**src/rtl/bias_relu_serializer_pkg.sv**
```systemverilog
// Layer-wide definitions shared by the bias/ReLU output stage.
// Holds data width, saturation limit, FSM state encoding and channel-index sizing.
package bias_relu_serializer_pkg;

   localparam int DW = 18;
   localparam logic [DW-1:0] SAT_MAX = {1'b0, {(DW-1){1'b1}}};

   typedef enum logic {
      IDLE,
      SEND
   } state_e;

   function automatic int ch_width(input int n);
      return (n > 1) ? $clog2(n) : 1;
   endfunction

endpackage

```
**src/rtl/bias_relu_lane.sv**
```systemverilog
// One channel of the output stage: sign-extend, add bias, saturate high, clip negatives.
module bias_relu_lane
   import bias_relu_serializer_pkg::*;
(
   input  logic [DW-1:0] sum_i,
   input  logic [DW-1:0] bias_i,
   output logic [DW-1:0] res_o
);

   logic [DW:0] t;

   // One extra bit keeps the true sum: MSB flags negative, next bit flags overflow.
   always_comb begin
      t = {sum_i[DW-1], sum_i} + {bias_i[DW-1], bias_i};
      if (t[DW]) begin
         res_o = '0;
      end else if (t[DW-1]) begin
         res_o = SAT_MAX;
      end else begin
         res_o = t[DW-1:0];
      end
   end

endmodule

```
**src/rtl/bias_relu_serializer.sv**
```systemverilog
// Captures a biased/ReLU'd sum vector into a bank and streams it one channel per cycle.
// state | meaning: IDLE = bank empty, accepting a vector; SEND = presenting bank[ch_cnt].
module bias_relu_serializer
   import bias_relu_serializer_pkg::*;
#(
   parameter int N_adder_tree = 16
) (
   input  logic                              clk,
   input  logic                              rst,
   input  logic                              in_valid,
   output logic                              in_ready,
   input  logic [N_adder_tree*DW-1:0]        sums,
   input  logic [N_adder_tree*DW-1:0]        bias,
   output logic                              out_valid,
   input  logic                              out_ready,
   output logic [DW-1:0]                     out_data,
   output logic [ch_width(N_adder_tree)-1:0] out_ch,
   output logic                              out_last
);

   localparam int CW = ch_width(N_adder_tree);
   localparam logic [CW-1:0] LAST_CH = CW'(N_adder_tree - 1);

   state_e        state_q, state_d;
   logic [CW-1:0] ch_cnt_q, ch_cnt_d;
   logic [DW-1:0] bank_q [N_adder_tree];
   logic [DW-1:0] lane_res [N_adder_tree];
   logic          capture;
   logic          at_last;

   for (genvar i = 0; i < N_adder_tree; i++) begin : g_lane
      bias_relu_lane u_lane (
         .sum_i  (sums[DW*i +: DW]),
         .bias_i (bias[DW*i +: DW]),
         .res_o  (lane_res[i])
      );
   end

   assign at_last   = (state_q == SEND) && (ch_cnt_q == LAST_CH);
   assign out_valid = (state_q == SEND);
   assign out_data  = bank_q[ch_cnt_q];
   assign out_ch    = ch_cnt_q;
   assign out_last  = at_last;
   // Gated by rst so upstream never sees a handshake while the stage is held in reset.
   assign in_ready  = !rst && ((state_q == IDLE) || (at_last && out_ready));

   always_comb begin
      state_d  = state_q;
      ch_cnt_d = ch_cnt_q;
      capture  = 1'b0;
      case (state_q)
         IDLE: begin
            if (in_valid) begin
               capture  = 1'b1;
               ch_cnt_d = '0;
               state_d  = SEND;
            end
         end
         SEND: begin
            if (out_ready) begin
               if (ch_cnt_q == LAST_CH) begin
                  ch_cnt_d = '0;
                  if (in_valid) begin
                     capture = 1'b1;
                  end else begin
                     state_d = IDLE;
                  end
               end else begin
                  ch_cnt_d = ch_cnt_q + CW'(1);
               end
            end
         end
         default: begin
            state_d  = IDLE;
            ch_cnt_d = '0;
         end
      endcase
   end

   always_ff @(posedge clk or posedge rst) begin
      if (rst) begin
         state_q  <= IDLE;
         ch_cnt_q <= '0;
      end else begin
         state_q  <= state_d;
         ch_cnt_q <= ch_cnt_d;
      end
   end

   always_ff @(posedge clk or posedge rst) begin
      if (rst) begin
         bank_q <= '{default: '0};
      end else if (capture) begin
         bank_q <= lane_res;
      end
   end

endmodule

```
**config.mk**
```make
export PLATFORM = sky130hd
export DESIGN_NAME = bias_relu_serializer
export DESIGN_NICKNAME = d
export VERILOG_FILES = /design/src/rtl/bias_relu_serializer_pkg.sv /design/src/rtl/bias_relu_lane.sv /design/src/rtl/bias_relu_serializer.sv
export SDC_FILE = /design/constraint.sdc
export NUM_CORES = 1
export LEC_CHECK = 0
export BUFFER_PORTS_ARGS = -buffer_cell sky130_fd_sc_hd__clkbuf_2
export CORE_UTILIZATION = 54
export CTS_BUF_LIST = sky130_fd_sc_hd__clkbuf_2
export DETAILED_ROUTE_END_ITERATION = 10
export PLACE_DENSITY = 0.91
export SLEW_MARGIN = 40
export SYNTH_ARGS = -nofsm -noshare
export SYNTH_HDL_FRONTEND = slang
export SYNTH_HIERARCHICAL = 1
export SYNTH_SLANG_ARGS = --single-unit
```
**constraint.sdc**
```tcl
create_clock -name clk -period 8.8 [get_ports clk]
set_clock_uncertainty 0.1 [all_clocks]
set_input_delay 0.44 -clock clk [delete_from_list [all_inputs] [get_ports clk]]
set_output_delay 0.44 -clock clk [all_outputs]
set_load 0.03 [all_outputs]
```
; ---- Word level (Yosys, flattened, before mapping)
; Index checks and enable logic that the tools add are counted.
[word_totals]
n_memories = 0
word_cells = 93
romBits = 0
inputBits = 580
out_inout_bits = 25
register_bits = 293
latchBits = 0
mem_bits_rw = 0
[classes]
magnitude_cmp = 1
mux = 46
n_div = 0
n_reduce_logical = 6
bitwise_logic = 2
n_addsub = 17
n_mul = 0
shifts = 0
eq_ne = 3
[op_table]
columns = op, count
row1 = $mux W18, 18
row2 = $add A18 B18 Y19, 16
row3 = $mux W17, 16
row4 = $bmux W18 S4, 1
row5 = $mux W4, 3
row6 = $pmux W4 S2, 1
row7 = $ge A5 B5 Y1 const B, 1
row8 = $mux W1, 5
row9 = $not A4 Y5, 1
row10 = $add A4 B1 Y4 const B, 1
row11 = $eq A4 B4 Y1 const B, 1
row12 = $ne A2 B2 Y1 const B, 2
row13 = $pmux W1 S2, 2
row14 = $logic_and A1 B1 Y1, 3
row15 = $reduce_and A2 Y1, 1
row16 = $logic_not A1 Y1, 1
row17 = $logic_or A1 B1 Y1, 1
row18 = $not A1 Y1, 1

; ---- Longest topological paths before layout
[logic_depth]
word_depth = 5
mapped_depth = 12
mapped_depth_nobuf = 10

; ---- Cells and area by module
; The synthesis kept the hierarchy.
[by_module_without_submodules]
columns = module, cells_each, n_inst, area_each_um2, seq_area_each_um2
row1 = bias_relu_serializer, 869, 1, 14326.2, 7332.0
row2 = bias_relu_lane at g_lane[0].u_lane ..., 146, 8, 1181.1, 0.0
row3 = bias_relu_lane at g_lane[2].u_lane ..., 169, 5, 1246.2, 0.0
row4 = bias_relu_lane at g_lane[7].u_lane ..., 173, 3, 1252.5, 0.0

; ---- Worst setup path before layout
; OpenSTA, ideal clock, no wires.
[synth_timing]
path_kind = input to register
start = input port sums[270]
end = register bank_q[11] (netlist bit)
setup_slack_ns = 6.066
t_arrival_ns = 2.571
cell_stages = 11
setup_time_ns = 0.064
n_path_buf = 1
t_required_ns = 8.636
path_cell_list = ha_1 -> inv_1 -> fa_1 -> and2b_1 -> o2111ai_2 -> a2111oi_2 -> a211oi_2 -> a41oi_4 -> buf_6 -> o21a_1 -> mux2_4
[synth_rtl]
columns = element, line
row1 = from (decl), bias_relu_serializer.sv:12  ; input logic [N_adder_tree*DW-1:0] sums,
row2 = to (signal assigned), bias_relu_serializer.sv:94  ; bank_q <= lane_res;
row3 = to (decl), bias_relu_serializer.sv:26  ; logic [DW-1:0] bank_q [N_adder_tree];

; ---- Final worst setup path
[layout_timing]
start = register ch_cnt_q[1] (netlist: out_ch[1])
end = output port out_data[11]
[layout_via]
elab_chain_cells = 4
[layout_rtl]
columns = element, line
row1 = from (decl), bias_relu_serializer.sv:25  ; logic [CW-1:0] ch_cnt_q, ch_cnt_d;
row2 = from (signal assigned), bias_relu_serializer.sv:86  ; ch_cnt_q <= ch_cnt_d;
row3 = $not A4 Y5 (implied by the code), bias_relu_serializer.sv:41  ; assign out_data = bank_q[ch_cnt_q];
row4 = $bmux W18 S4, bias_relu_serializer.sv:41
row5 = $mux W18 (implied by the code) (2 in a row), bias_relu_serializer.sv:41
row6 = to (decl), bias_relu_serializer.sv:16  ; output logic [DW-1:0] out_data,
; No other way between the ends. The select of a mux whose other input is x is not followed.

==> flow_summary_export.csv <==
group,metric,value,unit
clock_network,cts_resized,0,
worst_setup_path,worstRegToRegCells,6,
global_route,grt_pass1_vias,28600,
yosys,yosys.area.top_type_share,21.7,%
power_and_ir_drop,clkPwrFrac,12.5,%
detailed_routing,ant_nets,0,
yosys,synth_seq_cells,293,
clock_network,clk_latency,0.88,ns
floorplanning,die_y,252,um
detailed_routing,first_pass_iters,6,
floorplanning,pin_count,605,
yosys,syn_nets,4286,
timing,hold_violations,0,
clock_network,htreeDepth,3,
clock_network,clk_pin_slew_worst_paths,0.12,ns
worst_setup_path,required,8.26,ns
timing,rsz0062_at_grt,"no",
yosys,yosysTopAreaCell,"dfrtp_1",
yosys,yosys_warnings,6,
detailed_routing,met2_length,47.8,mm
yosys,netlist_instances,3401,
floorplanning,die_w,252,um
finish,final_nets,4795,
placement,dp.final_hpwl,83.0,mm
timing,finalMaxSlewViolations,0,
power_and_ir_drop,comb_power_share,55.3,%
worst_setup_path,critPathMaxFanout,41,
yosys,synth.area.top_cells,"dfrtp_1 22%, ha_1 11%, mux2_4 8.9%, o21a_1 3.8%, a21oi_1 3.2%",
detailed_routing,drc_errors,0,
status,status,"complete, no violations",
timing,setup_viol,0,
floorplanning,dieArea,0.0635,mm^2
yosys,syn-cell-area,0.0338,mm^2
detailed_routing,vias_per_cell,6.15,
worst_setup_path,reg2reg_slack,5.38,ns
timing,period_share,49.3,%
worst_setup_path,cp.arrival,3.80,ns
placement,place_worst_setup_slack,5.05,ns
global_route,grt_usage,31.1,%
timing,finalWorstSetupSlack,4.46,ns
detailed_routing,avgRoutedWirePerCell,21.2,um
yosys,synth_edf_count,0,
timing,post-route-min-period,4.34,ns
floorplanning,initial_core_util,54.7,%
yosys,syn_area_per_cell,9.93,um^2
worst_hold_path,hold_path_depth,5,
clock_network,cts_tree,"built",
finish,fin_util,59.9,%
clock_network,clock-sinks,293,
yosys,ys_seq_area_share,21.7,%
power_and_ir_drop,irDropWorstVdd,0.188,mV
global_route,grt_pass1_wl,157,mm
timing,max_freq,231,MHz
detailed_routing,first_iter_violations,2220,
run,drv_cap,0,
power_and_ir_drop,seqPwrFrac,32.3,%
yosys,synth.distinct_cells,89,
floorplanning,row_count,91,
power_and_ir_drop,internal_power,4.56,mW
power_and_ir_drop,p_sw_share,43.9,%
global_route,antenna_found_initial,3,
finish,drive_above_1_share,33.9,%
clock_network,cts_buffer_depth,3,
timing,tightest_slew,0.854,ns
detailed_routing,wl_met3,6.12,mm
yosys,synthArstFlopShare,100,%
power_and_ir_drop,power.total,8.13,mW
timing,relSlewSlack,43.1,%
global_route,overflow,0,
worst_hold_path,min_path_type,"input pin to register",
worst_setup_path,start_kind,"register",
power_and_ir_drop,power_density,220,mW/mm^2
power_and_ir_drop,p_leak,17.0,nW
yosys,ys.flop_type,"dfrtp_1",
detailed_routing,vias,29600,
clock_network,cts_root_buf,"clkbuf_2",
detailed_routing,wirelength,102,mm
placement,io_buffers,604,
global_route,grt_max_degree,154,
finish,syn_to_final_growth,9.45,%
timing,finalSetupTns,0,ns
placement,gp_congestion,0.965,
floorplanning,core-area,0.0617,mm^2
clock_network,numCtsBuffers,79,
worst_setup_path,crit_path_end_kind,"output port",
power_and_ir_drop,p_switching,3.57,mW
detailed_routing,wl_met1,44.3,mm
worst_setup_path,critical_path_class,"register to output port",
detailed_routing,top_layer_used,"met5",
[synth_stat cells (44+ instances only)]
cell type and count:
a21o_1 79, a21oi_1 219, a21oi_2 93, a31oi_1 68
buf_6 50, dfrtp_1 293, ha_1 289, inv_1 99
mux2_2 93, mux2_4 200, mux2i_1 81, nand2_1 194
nand3_1 88, nor2_1 91, nor3_1 44, o21a_1 173
o21ai_0 127, xnor2_1 120, xor2_1 77
[layout by cell type, fill, tap and decap left out, types with 44 or more instances in the layout]
cell | synthesis | final
o21ai_0 | 127 | 127
nand3_1 | 88 | 88
mux2i_1 | 81 | 81
dfrtp_1 | 293 | 290
a21oi_1 | 219 | 219
clkbuf_2 | 11 | 717
nor2_1 | 91 | 91
a31oi_1 | 68 | 68
o21a_1 | 173 | 173
nor3_1 | 44 | 44
ha_1 | 289 | 289
a21o_1 | 79 | 79
inv_1 | 99 | 98
xnor2_1 | 120 | 120
nand2_1 | 194 | 194
mux2_4 | 200 | 200
mux2_2 | 93 | 93
a21oi_2 | 93 | 93
xor2_1 | 77 | 77
[through the flow]
| stage | cell area [um^2] | hold WS [ns] | std cells |
|---|---|---|---|
| 5_1_grt | 37000 | 0.0250 | 4807 |
| 4_1_cts | 36900 | 0.00810 | 4804 |
| 3_5_place_dp | 35900 | 0.391 | 4638 |
| 2_1_floorplan | 33800 | 0.375 | 3401 |
| 3_3_place_gp | 35800 | 0.385 | 4636 |
| 6_report | 37000 | 0.115 | 4807 |
[logic make-up after synthesis]
logic type      Yosys count  synth area share [%]
other cells              16                 0.178
simple gates            690                  10.5
mux                     410                  16.8
flops                   293                  21.7
buf+inv                 319                  7.50
fa+ha+maj               305                  11.7
compound gates         1166                  26.3
xor+xnor                202                  5.35
[worst paths after layout]
kind / start / to
max in group asynchronous: rst / bank_q[220]$_DFFE_PP0P_
setup reg to reg: out_ch[3]$_DFFE_PP0P_ / bank_q[83]$_DFFE_PP0P_
min in group asynchronous: rst / bank_q[202]$_DFFE_PP0P_
hold reg to reg: bank_q[82]$_DFFE_PP0P_ / bank_q[82]$_DFFE_PP0P_
hold / removal: bias[36] / bank_q[234]$_DFFE_PP0P_
setup / recovery: out_ch[1]$_DFFE_PP0P_ / out_data[11]
[metal layers]
layer / vias to the layer above / track usage (%)
li1: 13900 / -
met1: 14300 / 41.5
met2: 1139 / 51.1
met3: 217 / 4.23
met4: 2 / 11.7
met5: - / 0
[flip-flops by register name (all words and copies together) (netlist names)]
name and cells:
bank_q 288, out_ch 4, out_valid 1
[power groups by stage]
stage               sequential, mW  combinational (mW)  clock [mW]
floorplan                     2.29                3.41           0
global placement              2.63                4.29           0
detailed placement            2.64                4.40           0
CTS                           2.62                4.43        1.04
global route                  2.67                4.78        1.10
finish                        2.62                4.49        1.02
[timing repair]
| item | 4_1_cts | 5_1_grt |
|---|---|---|
| hold endpoints to repair | 168 | 0 |
| hold buffers | 27 | 0 |
| buffers inserted | 0 | 0 |
[layout make-up]
| class | instances | area [um^2] |
|---|---|---|
| antenna | 2 | 5.00 |
| timing repair buffer | 643 | 3450 |
| multi-input combinational | 2789 | 24000 |
| clock inverter | 26 | 179 |
| fill | 5300 | 24800 |
| tap | 837 | 1050 |
| clock buffer | 113 | 566 |
| inverter | 104 | 407 |
| sequential | 293 | 7340 |
[critical path, cell delays in order (launching register included)]
cell      delay, ns
dfrtp_2        0.38
buf_4          0.56
and2_1         0.75
buf_4          0.38
a221oi_1       0.19
o21ai_0        0.21
nand2_1        0.20
clkbuf_2       0.24
Power figures use the tool's default switching activity.
